[src/rtl/sc_scbc_reg_pkg.sv]
// Shared types for the SCBC register master: FSM state encoding and the response record.
package sc_scbc_reg_pkg;

    typedef enum logic [2:0] {
        IDLE,
        WSTB,
        RSTB,
        RWAIT,
        RESP
    } state_t;

    typedef struct packed {
        logic [31:0] rdat;
        logic        err;
    } rsp_t;

endpackage

[src/rtl/sc_scbc_regmst.sv]
// SCBC register master: executes one write, read or read-poll command per handshake.
// Read-poll is built only when SC_SCBC_REGMST_POLL_EN is defined; otherwise polls run as single reads.
module sc_scbc_regmst
    import sc_scbc_reg_pkg::*;
#(
    parameter int ADDR_WIDTH = 32,
    parameter int RD_LAT     = 1,
    parameter int POLL_MAX   = 1000
) (
    input  logic                  SYSCLK,
    input  logic                  SYSRST,
    input  logic                  CMD_VALID,
    output logic                  CMD_READY,
    input  logic                  CMD_WR,
    input  logic                  CMD_POLL,
    input  logic [ADDR_WIDTH-1:0] CMD_ADDR,
    input  logic [31:0]           CMD_WDAT,
    input  logic [3:0]            CMD_WBEN,
    input  logic [31:0]           CMD_MASK,
    output logic                  RSP_VALID,
    input  logic                  RSP_READY,
    output logic [31:0]           RSP_RDAT,
    output logic                  RSP_ERR,
    output logic                  WENB,
    output logic [ADDR_WIDTH-1:0] WADR,
    output logic [31:0]           WDAT,
    output logic [3:0]            WBEN,
    output logic                  RENB,
    output logic [ADDR_WIDTH-1:0] RADR,
    input  logic [31:0]           RDAT,
    output logic                  BUSY
);

    localparam int CW = $clog2(RD_LAT + 1);

    state_t                r_state;
    state_t                w_next;
    rsp_t                  r_rsp;
    logic [CW-1:0]         r_cnt;
    logic [ADDR_WIDTH-1:0] r_wadr;
    logic [ADDR_WIDTH-1:0] r_radr;
    logic [31:0]           r_wdat;
    logic [3:0]            r_wben;
    logic                  w_accept;
    logic                  w_retry;
    logic                  w_err;

    assign w_accept = (r_state == IDLE) && CMD_VALID && !SYSRST;

`ifdef SC_SCBC_REGMST_POLL_EN
    localparam int PMAX = (POLL_MAX < 1) ? 1 : POLL_MAX;

    logic        r_poll;
    logic [31:0] r_exp;
    logic [31:0] r_mask;
    logic [15:0] r_att;
    logic        w_match;
    logic        w_last;

    assign w_match = ((RDAT ^ r_exp) & r_mask) == 32'd0;
    assign w_last  = ({16'd0, r_att} + 32'd1) >= 32'(PMAX);
    assign w_retry = r_poll && !w_match && !w_last;
    assign w_err   = r_poll && !w_match;

    // A write never polls, even if CMD_POLL is set alongside CMD_WR.
    always_ff @(posedge SYSCLK) begin
        if (SYSRST) begin
            r_poll <= 1'b0;
            r_exp  <= '0;
            r_mask <= '0;
            r_att  <= '0;
        end else if (w_accept) begin
            r_poll <= CMD_POLL && !CMD_WR;
            r_exp  <= CMD_WDAT;
            r_mask <= CMD_MASK;
            r_att  <= '0;
        end else if ((r_state == RWAIT) && (r_cnt == '0) && w_retry) begin
            r_att <= r_att + 16'd1;
        end
    end
`else
    logic w_unused;

    assign w_unused = ^{CMD_POLL, CMD_MASK};
    assign w_retry  = 1'b0;
    assign w_err    = 1'b0;
`endif

    always_ff @(posedge SYSCLK) begin
        if (SYSRST) begin
            r_state <= IDLE;
        end else begin
            r_state <= w_next;
        end
    end

    // Bus payload registers only change at acceptance, so they hold between strobes.
    always_ff @(posedge SYSCLK) begin
        if (SYSRST) begin
            r_wadr <= '0;
            r_wdat <= '0;
            r_wben <= '0;
            r_radr <= '0;
            r_cnt  <= '0;
            r_rsp  <= '0;
        end else begin
            if (w_accept && CMD_WR) begin
                r_wadr <= CMD_ADDR;
                r_wdat <= CMD_WDAT;
                r_wben <= CMD_WBEN;
            end
            if (w_accept && !CMD_WR) begin
                r_radr <= CMD_ADDR;
            end
            if (r_state == WSTB) begin
                r_rsp <= '0;
            end
            if (r_state == RSTB) begin
                r_cnt <= CW'(RD_LAT - 1);
            end
            if (r_state == RWAIT) begin
                if (r_cnt != '0) begin
                    r_cnt <= r_cnt - CW'(1);
                end else begin
                    r_rsp.rdat <= RDAT;
                    r_rsp.err  <= w_err;
                end
            end
        end
    end

    always_comb begin
        w_next    = r_state;
        CMD_READY = 1'b0;
        WENB      = 1'b0;
        RENB      = 1'b0;
        RSP_VALID = 1'b0;
        BUSY      = (r_state != IDLE);
        case (r_state)
            IDLE: begin
                CMD_READY = !SYSRST;
                if (w_accept) begin
                    w_next = CMD_WR ? WSTB : RSTB;
                end
            end
            WSTB: begin
                WENB   = 1'b1;
                w_next = RESP;
            end
            RSTB: begin
                RENB   = 1'b1;
                w_next = RWAIT;
            end
            RWAIT: begin
                if (r_cnt == '0) begin
                    w_next = w_retry ? RSTB : RESP;
                end
            end
            RESP: begin
                RSP_VALID = 1'b1;
                if (RSP_READY) begin
                    w_next = IDLE;
                end
            end
            default: begin
                w_next = IDLE;
            end
        endcase
    end

    assign WADR     = r_wadr;
    assign WDAT     = r_wdat;
    assign WBEN     = r_wben;
    assign RADR     = r_radr;
    assign RSP_RDAT = r_rsp.rdat;
    assign RSP_ERR  = r_rsp.err;

endmodule

[config.mk]
export PLATFORM = sky130hd
export DESIGN_NAME = sc_scbc_regmst
export DESIGN_NICKNAME = d
export VERILOG_FILES = /design/src/rtl/sc_scbc_reg_pkg.sv /design/src/rtl/sc_scbc_regmst.sv
export SDC_FILE = /design/constraint.sdc
export NUM_CORES = 1
export LEC_CHECK = 0
export ABC_AREA = 1
export BUFFER_PORTS_ARGS = -buffer_cell sky130_fd_sc_hd__clkbuf_2
export CORE_MARGIN = 4
export CORE_UTILIZATION = 42
export DETAILED_ROUTE_END_ITERATION = 12
export GPL_TIMING_DRIVEN = 0
export PLACE_DENSITY_LB_ADDON = 0.1
export SYNTH_ARGS = -nofsm -noshare
export SYNTH_HDL_FRONTEND = slang
export SYNTH_SLANG_ARGS = --single-unit
[constraint.sdc]
create_clock -name SYSCLK -period 1.35 [get_ports SYSCLK]
set_input_delay 0.0675 -clock SYSCLK [delete_from_list [all_inputs] [get_ports SYSCLK]]
set_output_delay 0.0675 -clock SYSCLK [all_outputs]
set_load 0.01 [all_outputs]
# After elaboration in Yosys (flattened, before gate mapping)
# Index checks and enable logic that the tools add are counted.
# word_totals
output_inout_bits	138
ff_bits	137
word_cells	40
# classes
n_eq_ne	7
addsub	1
n_reduce_logical	9
mux	15
# ops
operator	n
two-way mux 33 bit	3
case mux 3 bit (5 select lines)	1
two-way mux 3 bit	3
two-way mux 1 bit	7
== test 3 x 2 -> 1 bit, second input constant	2
!= test 2 bit, second input constant	3
logical AND 1 bit	4
== test 3 x 1 -> 1 bit, second input constant	1
== test 3 bit, second input constant	1
zero test 3 bit	1
AND reduction 3 bit	1
nonzero test 3 bit	1
zero test 1 bit	2
two-way mux 2 bit	1
subtractor 1 bit, second input constant	1

# Depth between registers and ports, before layout
# logic_depth
word_depth	5
depth_mapped	10

# Worst setup path before layout
# Ideal clock, no wire load.
# synth_timing
path_kind	register to register
start	reg r_state[1]
end	reg r_wadr[11], in the netlist WADR[11]
required_time_ps	1238
path_stages_with_launch	9
arrival_ps	1233
path_slack_ps	4
n_path_buf	2
cell_sequence	dfxtp_1 > buf_6 > nor2_8 > nand3_4 > nor2_4 > buf_6 > nand3_1 > nand2_1 > nor2_2
# synth_between
elab_chain_len	4
# synth_lines
element	line_no	text
from (decl)	sc_scbc_regmst.sv:36	state_t r_state;
from (signal assigned)	sc_scbc_regmst.sv:93	r_state <= w_next;
zero test 3 bit	sc_scbc_regmst.sv:48	assign w_accept = (r_state == IDLE) && CMD_VALID && !SYSRST;
logical AND 1 bit (2 in series)	sc_scbc_regmst.sv:48	
logical AND 1 bit	sc_scbc_regmst.sv:107	if (w_accept && CMD_WR) begin
to (signal assigned)	sc_scbc_regmst.sv:100	r_wadr <= '0;
to (signal assigned)	sc_scbc_regmst.sv:108	r_wadr <= CMD_ADDR;
to (decl)	sc_scbc_regmst.sv:40	logic [ADDR_WIDTH-1:0] r_wadr;
# Every way passes these cells.
# A chain may end at the register's enable or synchronous reset.

# Final worst setup path
# layout_timing
start	reg r_state[0]
end	out WENB
# layout_between
elab_chain_len	2
# layout_lines
element	line_no	text
== test 3 x 1 -> 1 bit	sc_scbc_regmst.sv:139	case (r_state)
two-way mux 1 bit	sc_scbc_regmst.sv:139	
to (decl)	sc_scbc_regmst.sv:24	output logic WENB,
# Every way passes these cells.

==> out/results.txt <==
Synth Warn #: 0
DR iter-0 viols: 375
Register area share after synthesis: 48.52%
Routed WL: 19,000 um
Final hold violation count: 2
Chip Width: 124.0 um
Post-CTS Hold Buffers: 94
Failing checks: negative hold slack, negative setup slack
Final hold slack: -0.1202 ns
Fin Setup TNS: -0.8247 ns
Input/output buffers: 241
Antenna Violating Nets Remaining: 0
TritonCTS clock tree: yes
CTS Buf Count: 17
DPL Wire Length: 12,360 um
Largest net degree at the start of global routing: 17
Die height: 124.0 um
Nets: 1,279
Rows: 42
Worst hold stages: 2
Post-route worst setup slack: -0.04868 ns
Clk sinks: 137
Tot GR Track Use: 23.99%
CP required: 1.28 ns
Distinct cell type count after synthesis: 26
Period minus WS final: 1.399 ns
I/O Pins: 276
CP endpoint kind: output port
Status: finished with violations
Initial Utilization: 42.86%
Type of the worst setup path: reg -> out
Max IR drop VDD: 935.3 uV
Max-slew violation count: 0
Initial antenna violation count: 0
Placed Area: 7079 um2
Die ar.: 15,380 um2
WP data arrival: 1.33 ns
Max Cap Violations: 0
Setup Skew: 0.004076 ns
Pwr per Cell Area: 1462 nW/um2
Vias per cell: 4.741
Unrepaired setup endpoints after global routing: true
Max Fclk: 715.0 MHz
Yosys reg bits: 137
Clk pin slew, worst setup/hold paths: 0.06 ns
CP Launch Type: flop
Grt total ovfl: 0
Finished Layout Cells: 1,330
CP max FO: 5
Cell depth of the worst flop-to-flop path: 8
Leading cell type in the layout, fill and taps excluded: clkbuf_2
Period utilisation layout: 103.6%
Lkg Pwr: 4.387 nW
Post-Synthesis Cell Area: 5653 um2
Slew margin rel.: 52.24%
Mean Syn Cell Area: 7.409 um2
Design Area, Final: 9345 um2
Detailed-route via count: 6,306
H-tree levels: 4
Setup violators final: 55
Placed insts: 1,180
Least-Margin Pin Slew: 0.7164 ns
Drt wl/cell: 14.29 um
DRC viols: 0
Drt pass-1 iters: 5
Syn nets: 901
Most frequent cells in the layout: clkbuf_2, nor2_1, dfxtp_1, nand2_1, dlygate4sd3_1
Number of global-route vias before repair: 6,001
Hold Path Class: in -> reg
DP Worst Slack: -0.2442 ns
Clock Latency Late Sink: 0.41 ns
CTS Buffer Depth: 2
Layout cells sized above 1: 36.05%
Mapped Cells: 763
Ant. Diodes: 0
First-pass GRT wire length: 29,040 um
Syn-to-layout area delta: 65.32%
Clk root buf: clkbuf_16
GPL Wtd Cong: 0.8233
Core Region: 13,190 um2
-- per-stage QoR --
step                total power [mW]  utilization (%)  hold slack, ns
finish                         13.67            70.85         -0.1202
global route                   14.36            70.85         -0.1201
CTS                            13.47            68.87         -0.1409
detailed placement             7.905            53.67          0.3069
global placement               7.889            53.67          0.2942
floorplan                      6.775                -          0.1366
-- synth_stat cells --
cell type | count | area [um2]
a211oi_1 | 1 | 7.510
a21oi_1 | 2 | 10.01
buf_1 | 14 | 52.55
buf_2 | 12 | 60.06
buf_4 | 3 | 22.52
buf_6 | 14 | 157.7
clkbuf_1 | 11 | 41.29
clkbuf_2 | 1 | 5.000
dfxtp_1 | 137 | 2743
inv_1 | 38 | 142.6
inv_2 | 6 | 22.52
nand2_1 | 138 | 518.0
nand2_2 | 1 | 6.260
nand2_4 | 1 | 11.26
nand3_1 | 101 | 505.5
nand3_4 | 1 | 17.52
nand3b_1 | 36 | 270.3
nand4_1 | 1 | 6.260
nor2_1 | 191 | 716.9
nor2_2 | 13 | 81.33
nor2_4 | 2 | 22.52
nor2_8 | 2 | 40.04
nor3_1 | 2 | 10.01
o211ai_1 | 3 | 22.52
o21ai_0 | 25 | 125.1
o21ai_1 | 7 | 35.03
-- final timing paths --
kind	slack (ns)	start	to
worst max-delay path	-0.05	r_state[0]$_SDFFE_PP0P_	WENB
worst min-delay path	-0.12	SYSRST	r_state[2]$_SDFFE_PP0P_
worst max register to register	-0.04	r_state[1]$_SDFFE_PP0P_	WBEN[0]$_SDFFE_PP0P_
worst min register to register	0.44	RSP_ERR$_SDFF_PP0_	RSP_ERR$_SDFF_PP0_
-- state kept, by name, indices dropped and copies added (netlist names) --
register	flops
RADR	32
RSP_RDAT	32
WADR	32
WDAT	32
WBEN	4
r_state	3
RSP_ERR	1
r_cnt	1
-- report_power, final --
| group | total, mW | internal [mW] | switching [mW] |
|---|---|---|---|
| logic | 3.92 | 1.82 | 2.10 |
| registers | 4.90 | 4.56 | 0.334 |
| clock network | 4.85 | 3.09 | 1.75 |
-- timing repair --
action	in CTS	in global routing
endpoints found under the setup margin	135	137
setup buffers	10	3
gates resized for setup	65	64
pin swaps	31	22
endpoints found under the hold margin	102	2
gates cloned	10	3
-- metal layers --
layer,vias up,part of all wire (%),GRT usage [%]
li1,3172,-,-
met1,2839,41,28.63
met2,247,48,40.08
met3,48,7.7,6.767
met4,0,3.2,10.88
met5,-,0,0
-- critical path: stages, from the launching register on --
cell and delay [ns]:
dfxtp_4 0.40, inv_4 0.05, nor2_4 0.12, nand2_2 0.08, buf_6 0.13, inv_2 0.05
buf_6 0.09
-- cells by family (layout without fill, tap and decap cells) --
kind of cell           Yosys count  after routing  share of synthesized area, %
AND/OR/NAND/NOR                489            489                         39.02
flip-flops                     137            137                         48.52
buffers and inverters           99            490                         8.920
AO/OA/AOI/OAI                   38             38                         3.541
-- layout make-up --
cell class,count,area (um2)
clock buffer,21,480.5
tap,176,220.2
fill,1046,3845
timing repair buffer,360,2502
buffer,54,404.1
clock inverter,11,143.9
multi-input combinational,527,2668
inverter,44,172.7
sequential,137,2754
Note: power is estimated with default switching activity, not from simulation.
